`src/rtl/lsu_ctrl.sv`:
```
// lsu_ctrl: load/store sequencer between the MEM stage and a single-port,
// word-wide data memory. Loads get byte/half lane extraction with sign or
// zero extension. SB/SH are done as read-modify-write because the memory
// only has a whole-word write enable. SW is a single write.
// Optional feature macro: LSU_MISALIGN_TRAP_EN. When it is defined,
// misaligned half/word accesses complete with rsp_err instead of touching
// memory.
module lsu_ctrl #(
  parameter int ADDR_W = 8,
  parameter int DATA_W = 32
) (
  input  logic              clk,
  input  logic              rst_n,
  input  logic              req_valid,
  output logic              req_ready,
  input  logic              req_we,
  input  logic [1:0]        req_size,
  input  logic              req_unsigned,
  input  logic [ADDR_W-1:0] req_addr,
  input  logic [DATA_W-1:0] req_wdata,
  output logic              rsp_valid,
  output logic [DATA_W-1:0] rsp_rdata,
  output logic              rsp_err,
  output logic [ADDR_W-1:0] mem_addr,
  output logic              mem_we,
  output logic [DATA_W-1:0] mem_wdata,
  input  logic [DATA_W-1:0] mem_rdata
);

  typedef enum logic [2:0] {
    IDLE     = 3'd0,
    LOAD     = 3'd1,
    RMW_RD   = 3'd2,
    RMW_WR   = 3'd3,
    STORE_W  = 3'd4,
`ifdef LSU_MISALIGN_TRAP_EN
    RESP     = 3'd5,
    ERR_RESP = 3'd6
`else
    RESP     = 3'd5
`endif
  } state_t;

  state_t            state;
  state_t            state_next;
  logic [ADDR_W-1:0] addr_q;
  logic [1:0]        size_q;
  logic              uns_q;
  // Holds the store data, and for SB/SH is overwritten with the merged word.
  logic [DATA_W-1:0] wdata_q;
  logic [DATA_W-1:0] rdata_q;
  logic              accept;

  assign accept = req_valid && req_ready;

`ifdef LSU_MISALIGN_TRAP_EN
  logic misalign;
  // Half needs addr[0]==0, word (size 10 or 11) needs addr[1:0]==0.
  assign misalign = (req_size == 2'b01) ? req_addr[0]
                  : (req_size[1]        ? (|req_addr[1:0]) : 1'b0);
`endif

  // Lane select plus sign/zero extension of a little-endian memory word.
  function automatic logic [DATA_W-1:0] load_ext(
    input logic [DATA_W-1:0] word,
    input logic [1:0]        lane,
    input logic [1:0]        size,
    input logic              uns
  );
    logic [7:0]  b;
    logic [15:0] h;
    case (lane)
      2'd0:    b = word[7:0];
      2'd1:    b = word[15:8];
      2'd2:    b = word[23:16];
      default: b = word[31:24];
    endcase
    h = lane[1] ? word[31:16] : word[15:0];
    case (size)
      2'b00:   load_ext = uns ? {24'b0, b} : {{24{b[7]}}, b};
      2'b01:   load_ext = uns ? {16'b0, h} : {{16{h[15]}}, h};
      default: load_ext = word;
    endcase
  endfunction

  // Replace the addressed byte or half of the old word with store data.
  function automatic logic [DATA_W-1:0] merge_lane(
    input logic [DATA_W-1:0] word,
    input logic [DATA_W-1:0] wd,
    input logic [1:0]        lane,
    input logic [1:0]        size
  );
    logic [DATA_W-1:0] m;
    m = word;
    if (size == 2'b00) begin
      case (lane)
        2'd0:    m[7:0]   = wd[7:0];
        2'd1:    m[15:8]  = wd[7:0];
        2'd2:    m[23:16] = wd[7:0];
        default: m[31:24] = wd[7:0];
      endcase
    end else if (size == 2'b01) begin
      if (lane[1]) m[31:16] = wd[15:0];
      else         m[15:0]  = wd[15:0];
    end
    merge_lane = m;
  endfunction

  // State register; reset aborts any in-flight request.
  always_ff @(posedge clk or negedge rst_n) begin
    if (!rst_n) state <= IDLE;
    else        state <= state_next;
  end

  // Next-state decode.
  always_comb begin
    state_next = state;
    case (state)
      IDLE: begin
        if (req_valid) begin
`ifdef LSU_MISALIGN_TRAP_EN
          if (misalign)         state_next = ERR_RESP;
          else if (!req_we)     state_next = LOAD;
`else
          if (!req_we)          state_next = LOAD;
`endif
          else if (req_size[1]) state_next = STORE_W;
          else                  state_next = RMW_RD;
        end
      end
      LOAD:     state_next = RESP;
      RMW_RD:   state_next = RMW_WR;
      RMW_WR:   state_next = RESP;
      STORE_W:  state_next = RESP;
      RESP:     state_next = IDLE;
`ifdef LSU_MISALIGN_TRAP_EN
      ERR_RESP: state_next = IDLE;
`endif
      default:  state_next = IDLE;
    endcase
  end

  // Moore outputs decoded from the current state.
  always_comb begin
    req_ready = (state == IDLE);
    mem_we    = (state == RMW_WR) || (state == STORE_W);
`ifdef LSU_MISALIGN_TRAP_EN
    rsp_valid = (state == RESP) || (state == ERR_RESP);
    rsp_err   = (state == ERR_RESP);
`else
    rsp_valid = (state == RESP);
    rsp_err   = 1'b0;
`endif
  end

  // Request latch, load result and RMW merge registers.
  always_ff @(posedge clk or negedge rst_n) begin
    if (!rst_n) begin
      addr_q  <= '0;
      size_q  <= 2'b00;
      uns_q   <= 1'b0;
      wdata_q <= '0;
      rdata_q <= '0;
    end else begin
      if (accept) begin
        addr_q  <= req_addr;
        size_q  <= req_size;
        uns_q   <= req_unsigned;
        wdata_q <= req_wdata;
      end
      if (state == LOAD)
        rdata_q <= load_ext(mem_rdata, addr_q[1:0], size_q, uns_q);
      if (state == RMW_RD)
        wdata_q <= merge_lane(mem_rdata, wdata_q, addr_q[1:0], size_q);
    end
  end

  assign mem_addr  = {addr_q[ADDR_W-1:2], 2'b00};
  assign mem_wdata = wdata_q;
  assign rsp_rdata = rdata_q;

endmodule

```
`config.mk`:
```
export PLATFORM = sky130hd
export DESIGN_NAME = lsu_ctrl
export DESIGN_NICKNAME = d
export VERILOG_FILES = /design/src/rtl/lsu_ctrl.sv
export SDC_FILE = /design/constraint.sdc
export NUM_CORES = 1
export LEC_CHECK = 0
export BUFFER_PORTS_ARGS = -buffer_cell sky130_fd_sc_hd__buf_2
export CORE_ASPECT_RATIO = 1.25
export CORE_MARGIN = 5
export CORE_UTILIZATION = 40
export DETAILED_ROUTE_END_ITERATION = 10
export PLACE_DENSITY = 0.72
export SYNTH_ARGS = -nofsm -noshare
export SYNTH_HDL_FRONTEND = slang
export SYNTH_SLANG_ARGS = --single-unit
```
`constraint.sdc`:
```
create_clock -name clk -period 1.7 [get_ports clk]
set_input_delay 0.255 -clock clk [delete_from_list [all_inputs] [get_ports clk]]
set_output_delay 0.255 -clock clk [all_outputs]
set_load 0.03 [all_outputs]
```
==> impl_metrics.ini <==
[setup_path]
worstRegToRegCells = 6
end_kind = register
worstSetupStartpointType = register
worst-setup-path-type = reg2reg
worst-path-max-fanout = 8
required_ps = 1930
critical_path_arrival_ps = 2060

[logic_synthesis]
yosys.area_share.adder_pct = 0
synth_top_family_by_area = compound AO/OA/AOI/OAI gates
netlist.area_leader.share_pct = 43.77
synth-simple-area-share_pct = 15.15
syn_area_um2 = 4459
async_flop_share_pct = 100.0
ys_warn_count = 0
syn_inst = 450
ys_seq_area_share_pct = 43.77
synth-seq-cells = 78
synth_compound_area_share_pct = 20.59
syn_area_per_cell_um2 = 9.910
synth_flop_cell = dfrtp_1
synth_xor_area_share_pct = 0
ys_types = 49
synth_edf_count = 0
yosys-top-cells-area = dfrtp_1, mux2_2, mux2i_1, a21oi_1, nor2_1
muxShareOfSynthArea_pct = 14.48
synth.largest_area_cell = dfrtp_1

[sta]
fin_skew_ps = 5.090
setup_viol = 32
worst_slew_pin_slew_ps = 515.0
post-route-period-util_pct = 108.1
max_freq_mhz = 544.4
fin_setup_tns_ps = -2423
hold_violations = 0
period_needed_ps = 1837
drv_slew = 0
rsz0062_at_grt = true
setup_ws_ps = -136.9
slew_headroom_pct = 65.19

[placed_design]
placed_cells = 732
place_ws_ps = -448.8
port-buffer-count = 151
placed_area_um2 = 5533
routabilityCongestion = 0.9198
hpwl_um = 11400

[clock_tree]
clock_sinks = 78
root_buffer = clkbuf_16
path_clk_slew_ps = 60
cts-buffers-inserted = 9
max-clock-path-buffers = 2
htreeDepth = 3
cts_tree = built
clock_latency_ps = 340

[status]
violations = setup timing
status = complete, but fails checks

[drt]
drc = 0
drt-pass1-iter-count = 4
drt_iter0_markers = 288
detail_route.wl_per_cell_um = 20.74
drtAntennaViolNets = 0
vias_per_cell = 5.546
routed_wl_um = 16070
vias = 4298

[cells_and_area]
area_growth_syn_to_layout_pct = 44.61
final_util_pct = 58.47
final_cell_mix = buf_2, dfrtp_1, buf_4, nor2_1, nand2_1
final_common_cell = buf_2
fin_nets = 714
drive_above_1_share_pct = 51.56
fin_area_um2 = 6449
n_antenna_cell = 0
fin_cells = 775

[run]
drv_cap = 0

[global_route]
grt_pass1_vias = 4194
grt_pass1_wl_um = 23760
grt_use_total_pct = 22.86
antenna_found_initial = 0
grt_max_degree = 79
grt.overflow.total = 0

[die]
initial_utilization_pct = 40.43
rows = 43
die_area_um2 = 13370
core-area_um2 = 11030
die_h_um = 128.1
io_pins = 155
die_x_um = 104.4

[hold_path]
hold_class = in2reg
min_delay_path_depth = 2

[power]
p_leak_uw = 0.002961
peakVddDrop_uv = 921.5
p_per_area_nw_per_um2 = 2239
[per-layer routing]
metal | vias up | GRT usage (%) | share of wire [%]
met3 | 33 | 2.821 | 6.3
met1 | 2077 | 30.57 | 41
li1 | 2005 | - | -
met5 | - | 0 | 0
met4 | 0 | 13.03 | 3.7
met2 | 183 | 35.84 | 49
[logic make-up after synthesis]
family	Yosys count
buf+inv	48
other cells	1
simple gates	129
compound gates	135
mux	59
flops	78
[through the flow]
step | hold slack, ps | power (µW)
after floorplan | -40.59 | 8696
after global placement | 305.1 | 10920
after detailed placement | 313.0 | 11070
after CTS | 133.3 | 13610
after global routing | 149.3 | 15180
final | 140.4 | 14440
[area by class of cell]
type / instances / area [µm²]
clock buffers: 10 / 229.0
clock inverters: 6 / 86.33
fillers: 939 / 4581
inverters: 3 / 17.52
multi-input cells: 326 / 2567
flip-flops and latches: 78 / 1953
well taps: 135 / 168.9
repair buffers: 216 / 1419
repair inverters: 1 / 7.507
[worst max-delay path, stage by stage (launching register included)]
cell and delay [ps]:
dfrtp_1 390, buf_4 150, mux2_4 290, and3_4 180, nor4_4 400, clkbuf_16 250, a21oi_2 50
[repair_timing]
| item | CTS | global route |
|---|---|---|
| hold buffers | 1 | 0 |
| pin swaps | 7 | 15 |
| cloned | 1 | 3 |
| gates resized for setup | 32 | 51 |
| endpoints found under the setup margin | 62 | 63 |
| endpoints found under the hold margin | 78 | 0 |
| buffers inserted | 13 | 9 |
[final timing paths]
| kind | startpoint | end | slack, ps |
|---|---|---|---|
| max in group asynchronous | rst_n | addr_q[1]$_DFFE_PN0P_ | 830 |
| max reg2reg | addr_q[0]$_DFFE_PN0P_ | rsp_rdata[22]$_DFFE_PN0P_ | -140 |
| min in group asynchronous | rst_n | rsp_rdata[12]$_DFFE_PN0P_ | 450 |
| min | req_addr[4] | addr_q[4]$_DFFE_PN0P_ | 140 |
| min reg2reg | rsp_rdata[4]$_DFFE_PN0P_ | rsp_rdata[4]$_DFFE_PN0P_ | 490 |
| max | addr_q[0]$_DFFE_PN0P_ | rsp_rdata[22]$_DFFE_PN0P_ | -140 |
[where the power goes]
part | switching, µW | internal (µW)
clock | 770 | 1280
combinational | 5250 | 3520
sequential | 782 | 2830
total | 6800 | 7630
[sequential cells by signal, summed over array words and instances (netlist names)]
signal / flops
addr_q: 8
size_q: 2
mem_wdata: 32
uns_q: 1
state: 3
rsp_rdata: 32
[synthesized netlist by cell type, drive strengths merged (4+ instances only)]
| cell type | n |
|---|---|
| nor3 | 4 |
| o221ai | 4 |
| o31ai | 5 |
| clkbuf | 15 |
| a211oi | 13 |
| nand2 | 36 |
| a21o | 9 |
| o21ai | 11 |
| nor2 | 41 |
| a22o | 5 |
| dfrtp | 78 |
| nor2b | 12 |
| nor3b | 5 |
| or3 | 4 |
| a31oi | 6 |
| mux2i | 24 |
| nand2b | 7 |
| a21oi | 50 |
| buf | 30 |
| a22oi | 13 |
| a221oi | 9 |
| a211o | 4 |
| and3 | 9 |
| mux2 | 34 |
Power figures use the tool's default switching activity.
